===== src/rtl/sram_like_pkg.sv =====
// sram_like_pkg: shared state, grant and size encodings for the
// sram-like master-port arbiter.
package sram_like_pkg;

  typedef enum logic [1:0] {
    ARB_IDLE,
    ARB_ADDR,
    ARB_DATA
  } arb_state_t;

  localparam logic GNT_INST = 1'b0;
  localparam logic GNT_DATA = 1'b1;

  localparam logic [1:0] SIZE_BYTE = 2'b00;
  localparam logic [1:0] SIZE_HALF = 2'b01;
  localparam logic [1:0] SIZE_WORD = 2'b10;

endpackage


===== src/rtl/sram_like_arbiter.sv =====
// sram_like_arbiter: one-outstanding arbiter of inst/data sram-like ports.
// Define ARB_ROUND_ROBIN_EN to alternate grants under contention.
module sram_like_arbiter
  import sram_like_pkg::*;
#(
  parameter int ADDR_W = 32,
  parameter int DATA_W = 32
) (
  input  logic              clk,
  input  logic              rst,

  input  logic              inst_req,
  input  logic              inst_wr,
  input  logic [1:0]        inst_size,
  input  logic [ADDR_W-1:0] inst_addr,
  input  logic [DATA_W-1:0] inst_wdata,
  output logic [DATA_W-1:0] inst_rdata,
  output logic              inst_addr_ok,
  output logic              inst_data_ok,

  input  logic              data_req,
  input  logic              data_wr,
  input  logic [1:0]        data_size,
  input  logic [ADDR_W-1:0] data_addr,
  input  logic [DATA_W-1:0] data_wdata,
  output logic [DATA_W-1:0] data_rdata,
  output logic              data_addr_ok,
  output logic              data_data_ok,

  output logic              m_req,
  output logic              m_wr,
  output logic [1:0]        m_size,
  output logic [ADDR_W-1:0] m_addr,
  output logic [DATA_W-1:0] m_wdata,
  input  logic [DATA_W-1:0] m_rdata,
  input  logic              m_addr_ok,
  input  logic              m_data_ok
);

  arb_state_t state;
  logic       gnt;
  logic       pick;
  logic       both_pick;
  logic       sel;
  logic       g_req;
  logic       aok;
  logic       dok;

`ifdef ARB_ROUND_ROBIN_EN
  logic last_gnt;

  assign both_pick = ~last_gnt;

  always_ff @(posedge clk) begin
    if (rst) begin
      last_gnt <= GNT_INST;
    end else if (dok) begin
      last_gnt <= gnt;
    end
  end
`else
  assign both_pick = GNT_DATA;
`endif

  always_comb begin
    pick = GNT_INST;
    unique case (1'b1)
      data_req & inst_req:  pick = both_pick;
      data_req & ~inst_req: pick = GNT_DATA;
      default:              pick = GNT_INST;
    endcase
  end

  // Idle parks the mux on the data side; m_req is low there anyway.
  assign sel   = (state == ARB_IDLE) ? GNT_DATA : gnt;
  assign g_req = (gnt == GNT_DATA) ? data_req : inst_req;

  assign m_req   = ~rst & (state == ARB_ADDR) & g_req;
  assign m_wr    = (sel == GNT_DATA) ? data_wr    : inst_wr;
  assign m_size  = (sel == GNT_DATA) ? data_size  : inst_size;
  assign m_addr  = (sel == GNT_DATA) ? data_addr  : inst_addr;
  assign m_wdata = (sel == GNT_DATA) ? data_wdata : inst_wdata;

  assign aok = m_req & m_addr_ok;
  assign dok = ~rst & m_data_ok & ((state == ARB_DATA) | aok);

  assign inst_addr_ok = aok & (gnt == GNT_INST);
  assign data_addr_ok = aok & (gnt == GNT_DATA);
  assign inst_data_ok = dok & (gnt == GNT_INST);
  assign data_data_ok = dok & (gnt == GNT_DATA);

  assign inst_rdata = m_rdata;
  assign data_rdata = m_rdata;

  always_ff @(posedge clk) begin
    if (rst) begin
      state <= ARB_IDLE;
      gnt   <= GNT_INST;
    end else begin
      unique case (state)
        ARB_IDLE: begin
          if (inst_req | data_req) begin
            gnt   <= pick;
            state <= ARB_ADDR;
          end
        end
        ARB_ADDR: begin
          // A requester withdrawing before addr_ok just frees the port.
          unique case (1'b1)
            ~g_req:                          state <= ARB_IDLE;
            g_req & m_addr_ok & m_data_ok:   state <= ARB_IDLE;
            g_req & m_addr_ok & ~m_data_ok:  state <= ARB_DATA;
            default:                         state <= ARB_ADDR;
          endcase
        end
        ARB_DATA: begin
          if (m_data_ok) begin
            state <= ARB_IDLE;
          end
        end
        default: state <= ARB_IDLE;
      endcase
    end
  end

endmodule


===== config.mk =====
export PLATFORM = sky130hd
export DESIGN_NAME = sram_like_arbiter
export DESIGN_NICKNAME = d
export VERILOG_FILES = /design/src/rtl/sram_like_pkg.sv /design/src/rtl/sram_like_arbiter.sv
export SDC_FILE = /design/constraint.sdc
export NUM_CORES = 1
export LEC_CHECK = 0
export CORE_AREA = 2 2 118 120
export CTS_BUF_LIST = sky130_fd_sc_hd__clkbuf_4 sky130_fd_sc_hd__clkbuf_8
export DETAILED_ROUTE_END_ITERATION = 7
export DIE_AREA = 0 0 120 122
export HOLD_SLACK_MARGIN = 0.05
export REMOVE_ABC_BUFFERS = 1
export SYNTH_ARGS = -nofsm -noshare
export SYNTH_HDL_FRONTEND = slang
export SYNTH_SLANG_ARGS = --single-unit

===== constraint.sdc =====
create_clock -name clk -period 3.43 [get_ports clk]
set_input_delay 1.029 -clock clk [delete_from_list [all_inputs] [get_ports clk]]
set_output_delay 1.029 -clock clk [all_outputs]
set_load 0.005 [all_outputs]

==> parameters.txt <==
Parameter                              Value

Yosys
  Warnings from Yosys ... 0
  Post-Synthesis Cell Area ... 1600 um2
  Main flop type after synthesis ... dfxtp_1
  Fraction of registers with async set/reset ... 0
  Post-synth EDFFs ... 0
  Sequential area share after synthesis ... 0.0375
  Average footprint of a synthesized cell ... 9.82 um2
  Number of register bits inferred by synthesis ... 3
  Number of library cell types mapped by synthesis ... 21
  Cell count after synthesis ... 163

Layout
  Highest-count cells in the layout ignoring fill and taps ... clkdlybuf4s50_1 (206), mux2_2 (37), mux2_4 (31)
  Number of nets in the final layout ... 497
  Final Util ... 0.267
  Cell area after layout ... 3610 um2
  Diodes inserted ... 0
  Most common cell after layout, fill and taps aside ... clkdlybuf4s50_1
  Layout overhead on the synthesized area ... 126%
  Share of layout cells above drive strength 1 ... 0.293
  Number of standard cells in the final layout excluding fillers ... 504

Global route
  Vias in the first global route ... 1,956
  Maximum number of pins on one net before global-route repair ... 27
  Number of antenna violations at the first check in global routing ... 0
  Wire length of the first global-routing pass ... 12,700 um
  GRT Overall Usage ... 0.119
  Global-route congestion overflow total ... 0

STA
  Final worst path period need ... 3350 ps
  Transition time at the pin with the least slew margin ... 286 ps
  RSZ-0062 raised after global routing ... no
  Number of setup violations in the final report ... 0
  Final hold violation count ... 0
  Fin. max-slew vios ... 0
  Headroom to the max-slew limit ... 0.809
  Maximum achievable frequency ... 298 MHz
  Aggregate negative setup slack ... 0 ps
  Post-Route Skew ... 1.89 ps
  Final clock period utilization by the worst path ... 0.977

Placed design
  Gp weighted congestion ... 0.747
  Placed wire-length estimate after detailed placement ... 8240 um
  Port-buffer cells ... 211
  Cell total after placement ... 494
  Post-place instance area ... 3500 um2

Power and ir drop
  IR Drop Worst-Case VDD ... 0.0000887 V
  Pwr Density ... 202 nW/um2
  Lkg Pwr ... 0.00145 uW

Floorplan
  Die footprint ... 14,600 um2
  Die width ... 120 um
  Starting density of the core ... 0.119
  # IOs ... 308
  Total core area ... 13,500 um2
  Die height ... 122 um
  Floorplan row count ... 43

Worst hold path
  Hold Crit Depth ... 3
  Min-delay src ... state[1]
  Worst hold path class ... reg2reg
  Hold path endpoint ... gnt

CTS
  # H-tree levels ... 1
  Clk buf depth ... 2
  CTS clk-pin slew, worst paths ... 30 ps
  CTS Root Buffer Type ... clkbuf_8
  Clock net sink count ... 3
  CTS Buf Count ... 3
  # hold bufs at CTS ... 0
  Clock latency on the worst-skew pair ... 210 ps
  Clock tree from TritonCTS ... built

Detailed routing
  Routed WL per cell ... 19.5 um
  Iter 0 DRT Violations ... 63
  Via count of the routed design ... 1,890
  Final antenna-violating net count ... 0
  Total length of routed wires ... 9840 um
  Drt first pass iters ... 4
  Remaining DRCs ... 0
  Via density ... 3.75

Worst setup path
  Worst R2R Setup Slack ... 1930 ps
  Type of destination of the critical path ... output port
  Endpoint of the worst register-to-register path ... state[1]
  Critical Path AT ... 2320 ps
  Worst R2R Start ... gnt
  Biggest fanout along the worst timing path ... 2
  Critical Path Start Type ... input port
  Reg2reg path depth ... 7
  Startpoint-to-endpoint class of the critical path ... in2out
  Required time at the endpoint of the critical path ... 2400 ps

Status
  Run status ... complete, no violations

Job
  Maximum Capacitance Violations ... 0
## per-layer routing
metal  global-route usage  vias to the layer above  wire length (um)
li1                     -                      821                 -
met5               0.0382                        -                57
met3                0.121                        4              2060
met1                0.127                      859              3550
met4              0.00441                        2                19
met2                0.170                      204              4150
## power by group
part | switching (uW) | internal (uW)
Clock | 23.1 | 87.1
Sequential | 4.99 | 37.6
Combinational | 160 | 416
## layout make-up
cell class | instances | area [um2]
multi-input cells | 88 | 1020
well taps | 180 | 225
inverters | 1 | 3.75
fillers | 1415 | 9890
repair buffers | 228 | 2250
flip-flops and latches | 3 | 60.1
clock buffers | 4 | 48.8
## registers in the layout, summed over array words and instances (netlist names)
register	count
state	2
gnt	1
## worst max path at each step
| stage | startpoint | to | slack (ps) |
|---|---|---|---|
| final | inst_req | data_data_ok | 80 |
| after detailed placement | inst_req | inst_data_ok | -350 |
| after floorplan | state[0] | m_addr[0] | -640 |
| after CTS | inst_req | data_addr_ok | 0.05 |
| after global routing | inst_req | data_data_ok | 40 |
| after global placement | inst_req | inst_data_ok | -210 |
## Yosys cell counts (all sizes together), types with 2 or more instances
library cell	instances	area share
mux2	68	0.55
nor2	4	0.0094
nand2	2	0.0047
buf	71	0.34
nand2b	2	0.0078
dfxtp	3	0.038
a21oi	2	0.0063
## cells by family (layout without fill, tap and decap cells)
group,Yosys count,after routing,share of synthesized area
buf+inv,72,233,0.340
flops,3,3,0.0375
mux,68,68,0.549
compound gates,7,7,0.0313
simple gates,13,13,0.0422
## through the flow
step	setup WS [ps]	power [uW]	hold WS [ps]
floorplan	-640	237	557
global placement	-209	605	657
detailed placement	-351	607	673
CTS	0.0511	741	702
global route	42.7	772	750
finish	77.5	729	695
## repair_timing
item / CTS / global route
setup buffers: 6 / 0
gates cloned: 0 / 0
setup endpoints to repair: 57 / 2
gates resized for setup: 9 / 4
pin swaps: 5 / 1
## worst max-delay path, cell delays in order
cell	delay, ps
clkdlybuf4s50_1	430
mux2_4	300
a41oi_2	240
nor3_1	60
dlygate4sd2_1	260
(Power assumes the default switching activity.)
